<file path="config.mk">
export PLATFORM = sky130hd
export DESIGN_NAME = perm_search
export DESIGN_NICKNAME = d
export VERILOG_FILES = /design/src/rtl/perm_pkg.sv /design/src/rtl/perm_min_track.sv /design/src/rtl/perm_search.sv
export SDC_FILE = /design/constraint.sdc
export NUM_CORES = 1
export LEC_CHECK = 0
export BUFFER_PORTS_ARGS = -buffer_cell sky130_fd_sc_hd__buf_2
export CORE_UTILIZATION = 61
export DETAILED_ROUTE_END_ITERATION = 10
export PLACE_DENSITY = 0.94
export SYNTH_ARGS = -nofsm -noshare
export SYNTH_HDL_FRONTEND = slang
export SYNTH_SLANG_ARGS = --single-unit
</file>
<file path="constraint.sdc">
create_clock -name CLK -period 4.8 [get_ports CLK]
set_clock_uncertainty 0.1 [all_clocks]
set_input_delay 0.96 -clock CLK [delete_from_list [all_inputs] [get_ports CLK]]
set_output_delay 0.96 -clock CLK [all_outputs]
set_load 0.01 [all_outputs]
</file>
<file path="src/rtl/perm_pkg.sv">
// ============================================================================
// Module   : perm_pkg
// Brief    : Shared constants, state encoding and arrange type for perm_search.
// Revision : 1.0  initial release
// ============================================================================
`default_nettype none

package perm_pkg;

    localparam int N_JOBS    = 8;
    localparam int IDX_W     = 3;
    localparam int MATCH_MAX = 15;

    typedef logic [IDX_W-1:0] arrange_t [N_JOBS];

    typedef enum logic [3:0] {
        IDLE    = 4'd0,
        INIT    = 4'd1,
        ISSUE   = 4'd2,
        WAIT    = 4'd3,
        UPDATE  = 4'd4,
        FIND_I  = 4'd5,
        FIND_J  = 4'd6,
        SWAP    = 4'd7,
        REVERSE = 4'd8,
        FINISH  = 4'd9
    } state_t;

endpackage

`default_nettype wire

</file>
<file path="src/rtl/perm_min_track.sv">
// ============================================================================
// Module   : perm_min_track
// Brief    : Running minimum cost and saturating count of permutations hitting it.
// Revision : 1.0  initial release
// ============================================================================
`default_nettype none

module perm_min_track
    import perm_pkg::*;
#(
    parameter int COST_W = 10
) (
    input  logic              CLK,
    input  logic              RST,
    input  logic              init,
    input  logic              update,
    input  logic [COST_W-1:0] cost,
    output logic [COST_W-1:0] min_cost,
    output logic [3:0]        match_count
);

    localparam logic [COST_W-1:0] c_cost_max  = '1;
    localparam logic [3:0]        c_match_max = 4'(MATCH_MAX);

    logic [COST_W-1:0] r_min;
    logic [3:0]        r_cnt;

    always_ff @(posedge CLK) begin
        if (RST || init) begin
            r_min <= c_cost_max;
            r_cnt <= '0;
        end else if (update) begin
            if (cost < r_min) begin
                r_min <= cost;
                r_cnt <= 4'd1;
            end else if ((cost == r_min) && (r_cnt != c_match_max)) begin
                r_cnt <= r_cnt + 4'd1;
            end
        end
    end

    assign min_cost    = r_min;
    assign match_count = r_cnt;

endmodule

`default_nettype wire

</file>
<file path="src/rtl/perm_search.sv">
// ============================================================================
// Module   : perm_search
// Brief    : Exhaustive lexicographic search over all 8! job-to-worker arranges.
//            Optional macro PERM_CNT_EN adds the perm_cnt output and counter.
// Revision : 1.0  initial release
// ============================================================================
`default_nettype none

module perm_search
    import perm_pkg::*;
#(
    parameter int COST_W = 10
) (
    input  logic              CLK,
    input  logic              RST,
    input  logic              go,
    output logic              calc_start,
    output logic [IDX_W-1:0]  arrange [N_JOBS],
    input  logic              calc_done,
    input  logic [COST_W-1:0] calc_cost,
    output logic [COST_W-1:0] MinCost,
    output logic [3:0]        MatchCount,
`ifdef PERM_CNT_EN
    output logic [15:0]       perm_cnt,
`endif
    output logic              done
);

    localparam logic [IDX_W-1:0] c_one   = IDX_W'(1);
    localparam logic [IDX_W-1:0] c_last  = IDX_W'(N_JOBS - 1);
    localparam logic [IDX_W-1:0] c_scan0 = IDX_W'(N_JOBS - 2);

    state_t            r_state;
    state_t            w_next;
    arrange_t          r_arrange;
    logic [IDX_W-1:0]  r_idx;
    logic [IDX_W-1:0]  r_i;
    logic [IDX_W-1:0]  r_l;
    logic [IDX_W-1:0]  r_r;
    logic [COST_W-1:0] r_cost;
    logic              r_done;
    logic              w_lt_i;
    logic              w_gt_j;
    logic              w_init;
    logic              w_update;

    // r_idx walks i in FIND_I and then j in FIND_J, so it still holds j in SWAP
    assign w_lt_i = r_arrange[r_idx] < r_arrange[r_idx + c_one];
    assign w_gt_j = r_arrange[r_idx] > r_arrange[r_i];

    always_ff @(posedge CLK) begin
        if (RST) begin
            r_state <= IDLE;
        end else begin
            r_state <= w_next;
        end
    end

    always_comb begin
        w_next     = r_state;
        calc_start = 1'b0;
        w_init     = 1'b0;
        w_update   = 1'b0;
        case (r_state)
            IDLE:    if (go) w_next = INIT;
            INIT: begin
                w_init = 1'b1;
                w_next = ISSUE;
            end
            ISSUE: begin
                calc_start = 1'b1;
                w_next     = WAIT;
            end
            WAIT:    if (calc_done) w_next = UPDATE;
            UPDATE: begin
                w_update = 1'b1;
                w_next   = FIND_I;
            end
            FIND_I: begin
                if (w_lt_i)            w_next = FIND_J;
                else if (r_idx == '0)  w_next = FINISH;
            end
            FIND_J:  if (w_gt_j) w_next = SWAP;
            SWAP:    w_next = REVERSE;
            REVERSE: if (!(r_l < r_r)) w_next = ISSUE;
            FINISH:  w_next = IDLE;
            default: w_next = IDLE;
        endcase
    end

    always_ff @(posedge CLK) begin
        if (RST) begin
            for (int k = 0; k < N_JOBS; k++) r_arrange[k] <= IDX_W'(k);
            r_idx  <= '0;
            r_i    <= '0;
            r_l    <= '0;
            r_r    <= '0;
            r_cost <= '0;
            r_done <= 1'b0;
        end else begin
            case (r_state)
                INIT: begin
                    for (int k = 0; k < N_JOBS; k++) r_arrange[k] <= IDX_W'(k);
                    r_done <= 1'b0;
                end
                WAIT:   if (calc_done) r_cost <= calc_cost;
                UPDATE: r_idx <= c_scan0;
                FIND_I: begin
                    if (w_lt_i) begin
                        r_i   <= r_idx;
                        r_idx <= c_last;
                    end else if (r_idx != '0) begin
                        r_idx <= r_idx - c_one;
                    end
                end
                FIND_J: if (!w_gt_j) r_idx <= r_idx - c_one;
                SWAP: begin
                    r_arrange[r_i]   <= r_arrange[r_idx];
                    r_arrange[r_idx] <= r_arrange[r_i];
                    r_l              <= r_i + c_one;
                    r_r              <= c_last;
                end
                REVERSE: begin
                    if (r_l < r_r) begin
                        r_arrange[r_l] <= r_arrange[r_r];
                        r_arrange[r_r] <= r_arrange[r_l];
                        r_l            <= r_l + c_one;
                        r_r            <= r_r - c_one;
                    end
                end
                FINISH: r_done <= 1'b1;
                default: ;
            endcase
        end
    end

`ifdef PERM_CNT_EN
    logic [15:0] r_perm_cnt;

    always_ff @(posedge CLK) begin
        if (RST || w_init) begin
            r_perm_cnt <= '0;
        end else if (w_update) begin
            r_perm_cnt <= r_perm_cnt + 16'd1;
        end
    end

    assign perm_cnt = r_perm_cnt;
`endif

    perm_min_track #(
        .COST_W (COST_W)
    ) u_min_track (
        .CLK         (CLK),
        .RST         (RST),
        .init        (w_init),
        .update      (w_update),
        .cost        (r_cost),
        .min_cost    (MinCost),
        .match_count (MatchCount)
    );

    assign arrange = r_arrange;
    assign done    = r_done;

endmodule

`default_nettype wire

</file>
# --- Word-level counts from Yosys, hierarchy flattened ---
# Index checks and enable logic that the tools add are counted.
totals:
  reg_bits: 65
  inputBits: 14
  out_inout_bits: 40
  word_cells: 132
op_classes:
  add_sub_neg: 6
  n_lt_le_gt_ge: 13
  eq_ne: 19
  n_mux: 50
  n_bitwise: 5
  reduce_logical: 22
ops:
  columns: ["operator", "count"]
  rows:
  - ["bitwise mux 24 bit", 4]
  - ["one-hot mux 24 bit (3 select lines)", 1]
  - ["2-to-1 mux 3 bit", 19]
  - ["binary-select mux 3 bit (select 3 bit)", 5]
  - ["demux 3 bit (select 3 bit)", 4]
  - ["one-hot mux 4 bit (9 select lines)", 1]
  - ["2-to-1 mux 4 bit", 8]
  - ["2-to-1 mux 24 bit", 1]
  - [">= comparator 4 bit, second input constant", 5]
  - ["NOT 3 -> 4 bit", 5]
  - ["equality test 4 x 3 -> 1 bit, second input constant", 4]
  - ["< comparator 4 x 1 -> 1 bit, second input constant", 4]
  - ["inequality test 2 bit, second input constant", 6]
  - ["one-hot mux 3 bit (2 select lines)", 2]
  - ["AND reduction 2 bit", 6]
  - ["equality test 10 bit", 1]
  - ["< comparator 10 bit", 1]
  - ["adder 3 x 1 -> 3 bit, second input constant", 3]
  - ["one-hot mux 3 bit (3 select lines)", 1]
  - ["nonzero test 3 bit", 3]
  - ["equality test 4 x 2 -> 1 bit, second input constant", 2]
  - ["equality test 4 bit, second input constant", 2]
  - ["< comparator 3 bit", 2]
  - ["inequality test 3 bit, second input constant", 2]
  - ["14 further kinds", 23]

# --- Logic depth before layout (Yosys ltp) ---
logic_depth:
  word_depth: 9
  ltp_mapped: 15
  depth_no_buf: 12

# --- Cells and area by module ---
# Synthesis repeated with hierarchy kept, for this count alone.
unflattened:
  cells_unflattened: 703
  hier_area_um2: 5629.1
modules_own_cells:
  columns: ["mod", "n_inst", "cells_per_inst", "area_each_um2", "seq_area_each_um2"]
  rows:
  - ["perm_search", 1, 609, 4774.6, 1021.0]
  - ["perm_min_track", 1, 94, 854.6, 280.3]

# --- Worst setup path after synthesis ---
# OpenSTA, ideal clock, no wires.
synth_path:
  kind: "register -> register"
  startpoint: "register r_idx[0]"
  endpoint: "register r_idx[2]"
  setup_ns: 0.087
  arrival_ns: 3.215
  t_required_ns: 4.613
  setup_slack_ns: 1.398
  stages_incl_launch_ff: 12
  path_buffers: 4
  synth_period_minus_slack_ns: 3.402
  path_cell_list: "dfxtp_1 buf_6 buf_2 buf_1 buf_1 mux4_2 mux2i_1 ha_1 a21o_1 nor4_4 o22ai_1 nor4b_2"
synth_between:
  elab_chain_cells: 8
  word_cells_on_any_way: 20
  classes_between: "add/sub (2); order compare (2); eq/ne (2); mux (10); bitwise (2); reduce/logical (2)"
synth_rtl:
  columns: ["element", "line", "source"]
  rows:
  - ["start: declaration", "perm_search.sv:36", "logic [IDX_W-1:0] r_idx;"]
  - ["start signal: assignment", "perm_search.sv:107", "UPDATE: r_idx <= c_scan0;"]
  - ["start signal: assignment", "perm_search.sv:111", "r_idx <= c_last;"]
  - ["start signal: assignment", "perm_search.sv:113", "r_idx <= r_idx - c_one;"]
  - ["adder 3 x 1 -> 3 bit", "perm_search.sv:48", "assign w_lt_i = r_arrange[r_idx] < r_arrange[r_idx + c_one];"]
  - ["NOT 3 -> 4 bit (not written as such)", "perm_search.sv:48", null]
  - ["binary-select mux 3 bit (select 3 bit)", "perm_search.sv:48", null]
  - ["2-to-1 mux 3 bit (not written as such) (2 in series)", "perm_search.sv:48", null]
  - ["< comparator 3 bit", "perm_search.sv:48", null]
  - ["inequality test 3 bit (no line) / 2-to-1 mux 3 bit (equally long branches)", null, null]
  - ["AND reduction 3 bit (no line) / one-hot mux 3 bit (3 select lines) (equally long branches)", null, null]
# Parallel ways exist; a longest one is shown, timed or not. The select of a mux whose other input is x is not followed.
# A chain may end at the register's enable or synchronous reset.

# --- Worst setup path in the final report ---
layout_path:
  startpoint: "register r_idx[2]"
  endpoint: "register r_idx[2]"
# The elaborated chain is that of the path after synthesis.

==> results.txt <==
----------------------------------------------------
[GRT]
  Grt total ovfl ... 0
  First-pass GRT wire length ... between 30000 and 40000 um
  Pin count of the biggest net entering global routing ... 43
  Number of antenna violations at the first check in global routing ... 2
  Via count of the first global-routing pass ... 6014
  Total Routing Usage GR ... 45.50%

[Routing]
  Via count ... 6390
  DRT Pass-1 Iters ... 6
  WL/cell ... 25.03 um
  Number of design-rule violations left by the first detailed-router iteration ... 682
  Number of design rule violations left after detail routing ... 0
  Routed wire length ... 21550 um
  Post-route antenna net violation count ... 0
  Number of vias per cell ... between 7 and 8

[Critical path]
  Number of gates on the worst path with buffers counted ... 11
  R2R cell count ... 11
  Maximum net fanout on the critical path ... 23
  Critical Path Max Stage Delay ... 0.91 ns
  Critical path launch point type ... flop
  Crit Reg-Reg Endpoint ... r_idx[2]
  Origin of the critical flop-to-flop path ... r_idx[2]
  Crit. Startpoint ... r_idx[2]
  Number of buffers and inverters on the critical path ... 2
  Kind of cell adding the most delay to the critical path ... compound AO/OA/AOI/OAI gates
  Cell with the biggest individual delay on the critical path ... sky130_fd_sc_hd__dfxtp_1
  Crit path arrival time ... 4.28 ns
  Critical Path End ... r_idx[2]
  List of cells traversed by the critical path ... mux2_1 -> a222oi_1 -> buf_4 -> and2_0 -> ha_1 -> inv_1 -> a211oi_1 -> o21bai_1 -> a21boi_0 -> nor4b_1 -> nor4b_2
  Crit path kind ... flop to flop
  R2r setup slk ... 0.67 ns
  Endpoint required time on the critical path ... about 5 ns
  CP endpoint kind ... flop

[Hold path]
  Class of the tightest hold or removal check ... flop to flop

[Clocking]
  TritonCTS clock tree ... yes
  Clock Tree Buf Depth ... 2
  Number of gates given a new drive strength after cts ... 0
  Clock buffers created by TritonCTS ... 9
  Clock Pin Slew Worst Setup and Hold Paths ... 0.09 ns
  H-tree depth reported by CTS ... 3
  Hold buffers post-CTS ... 0
  Post-CTS Setup Bufs ... 0
  Clock tree root buffer cell ... sky130_fd_sc_hd__clkbuf_8
  Clock latency on the worst-skew pair ... 0.37 ns
  CTS sink cnt ... 65

[Floorplanning]
  Die height ... 97.16 um
  IO Count ... 54
  Starting Density ... 63.04%
  DIE WIDTH ... 97.16 um
  Site row count ... 34
  Placeable core area ... 0.008763 sq mm
  Die outline area ... 0.009440 sq mm

[Synthesis]
  Synth Net Count ... 748
  Mean post-synth cell area ... 7.769 sq um
  Flip-flop and latch count after synthesis ... 65
  Post-synthesis instance total ... 711
  Post-synthesis cell type count ... 69
  Mapped cell area ... around 0.0055 sq mm
  Most used flip-flop cell after synthesis ... sky130_fd_sc_hd__dfxtp_1
  Share of the yosys chip area belonging to registers ... a little under a quarter
  Post-synthesis async set-or-reset flop share ... 0%
  Warnings, synthesis ... 0
  Count of flip-flops with a built-in enable after synthesis ... 0

[Placement]
  Placed standard-cell area ... 0.005906 sq mm
  Port Buffers ... 53
  Final Wtd Congestion ... 1.032
  Placed cells ... ~850
  Total half-perimeter wirelength after legalization and detailed placement ... 15170 um

[Layout]
  Post-route cell area ... 0.006118 sq mm
  Share of final-layout standard cells stronger than drive strength 1 ... 16.47%
  Fin cells ... approximately 860
  Final Net Count ... 785
  Area Overhead vs Synth ... 10.76%
  Multi-input combinational cell area ... 0.003915 sq mm
  Count of fill cells added during filler insertion ... 720
  Final core utilization ... between 60 and 70%
  Diode count ... 0
  Most common cell after layout, fill and taps aside ... sky130_fd_sc_hd__nor2_1
  Seq. cell area ... 0.001301 sq mm
  Commonest cells after routing, fill and taps aside ... sky130_fd_sc_hd__nor2_1 (82), sky130_fd_sc_hd__dfxtp_1 (65), sky130_fd_sc_hd__nand2_1 (63)

[Power]
  Power per unit of standard cell area ... 521.3 mW/mm^2
  Maximum vdd ir drop ... 0.2599 mV
  Leakage component of the power ... 2.373 nW

[STA]
  Transition time at the pin with the least slew margin ... 1.228 ns
  Minimum clock period ... approximately 4.1 ns
  Setup TNS ... 0 ns
  Final-report max-slew violation count ... 0
  Tightest slew margin relative to the limit ... between 10% and 20%
  RSZ-0062 raised after global routing ... no
  Final clock period utilization by the worst path ... 86.10%
  # setup viols final ... 0
  Hold Violations, Final ... 0
  Maximum clock frequency ... 242.0 MHz

[Outcome]
  Run status ... finished clean

[Run]
  Number of maximum-capacitance constraint violations ... 0

----------------------------------------------------
==> worst min-delay path: stages, from the launching register on <==
cell,delay (ns)
sky130_fd_sc_hd__dfxtp_1,0.33
sky130_fd_sc_hd__nand2_1,0.06
sky130_fd_sc_hd__a21oi_1,0.05
==> through the flow <==
| step | setup WS [ns] | hold WS, ns | power (mW) |
|---|---|---|---|
| 2_1_floorplan | 1.398 | 0.3363 | 1.971 |
| 3_3_place_gp | 1.049 | 0.3478 | 2.505 |
| 3_5_place_dp | 0.9034 | 0.3691 | 2.559 |
| 4_1_cts | 0.8734 | 0.3811 | 3.082 |
| 5_1_grt | 0.4621 | 0.4129 | 3.323 |
| 6_report | 0.6670 | 0.3796 | 3.190 |
==> worst min-delay path by stage <==
stage | start | cells after the start | endpoint | slack (ns)
final | r_cost[3] | 2 | r_cost[3] | 0.38
after global routing | r_cost[9] | 2 | r_cost[9] | 0.41
after CTS | r_cost[3] | 2 | r_cost[3] | 0.38
after detailed placement | r_cost[3] | 2 | r_cost[3] | 0.37
after global placement | r_cost[0] | 2 | r_cost[0] | 0.35
after floorplan | r_cost[0] | 2 | r_cost[0] | 0.34
==> cells by family after synthesis <==
family                   Yosys count  synth area share, %
AND/OR/NAND/NOR                  267                23.96
AO/OA/AOI/OAI                    215                27.38
buffers and inverters             79                5.572
flip-flops                        65                23.56
multiplexers                      57                13.52
adder cells (fa/ha/maj)           23                5.210
XOR/XNOR                           5               0.7927
==> metal layers <==
| layer | vias to the layer above | share of wire, % | wire, um | track usage (%) |
|---|---|---|---|---|
| met4 | 2 | 7.6 | 1643 | 31.80 |
| met1 | 2906 | 36 | 7804 | 55.47 |
| met2 | 568 | 42 | 9097 | 66.96 |
| met5 | - | 0.15 | 32 | 0 |
| met3 | 142 | 14 | 2976 | 15.76 |
| li1 | 2772 | - | - | - |
==> state kept, by name, summed over array words and instances (netlist names) <==
register                 flops
r_cost                      10
r_i                          3
r_l                          3
r_state                      4
done                         1
u_min_track.match_count      4
r_idx                        3
u_min_track.min_cost        10
r_r                          3
arrange                     24
==> Yosys cell counts, drive strengths merged (5+ instances only) <==
cell | n | share of area, %
and2 | 5 | 0.57
and3 | 10 | 1.1
a31oi | 20 | 2.3
buf | 11 | 0.95
clkbuf | 41 | 2.8
nand3 | 26 | 2.4
inv | 27 | 1.8
mux2 | 8 | 1.7
a211o | 8 | 1.3
nand2b | 11 | 1.2
mux4 | 13 | 5.3
nand2 | 63 | 4.3
o22a | 5 | 0.79
mux2i | 36 | 6.5
a21oi | 31 | 2.8
a211oi | 24 | 3.3
ha | 23 | 5.2
a21o | 7 | 0.95
nor3 | 21 | 1.9
nor2 | 82 | 5.6
dfxtp | 65 | 24
nor4 | 6 | 0.95
o2111ai | 5 | 0.79
o21a | 8 | 1.1
o211ai | 14 | 1.9
o21ai | 29 | 2.6
nor2b | 10 | 1.1
nor4b | 6 | 1.2
a311oi | 6 | 0.95
o22ai | 7 | 0.79
a221oi | 8 | 1.3
o31ai | 6 | 0.82
or2 | 6 | 0.68
==> final cells by class <==
class | count | share of cell area, %
Tap cell | 108 | 2.209
Multi-Input combinational cell | 567 | 63.99
Clock buffer | 10 | 2.249
Sequential cell | 65 | 21.27
Timing Repair Buffer | 78 | 7.403
Clock inverter | 6 | 1.227
Inverter | 27 | 1.656
==> where the power goes <==
group / leakage, nW / switching, mW / internal (mW)
sequential: 0.528 / 0.243 / 0.647
clock: 0.105 / 0.270 / 0.262
combinational: 1.74 / 1.09 / 0.682
total: 2.37 / 1.60 / 1.59
(Power assumes the default switching activity.)
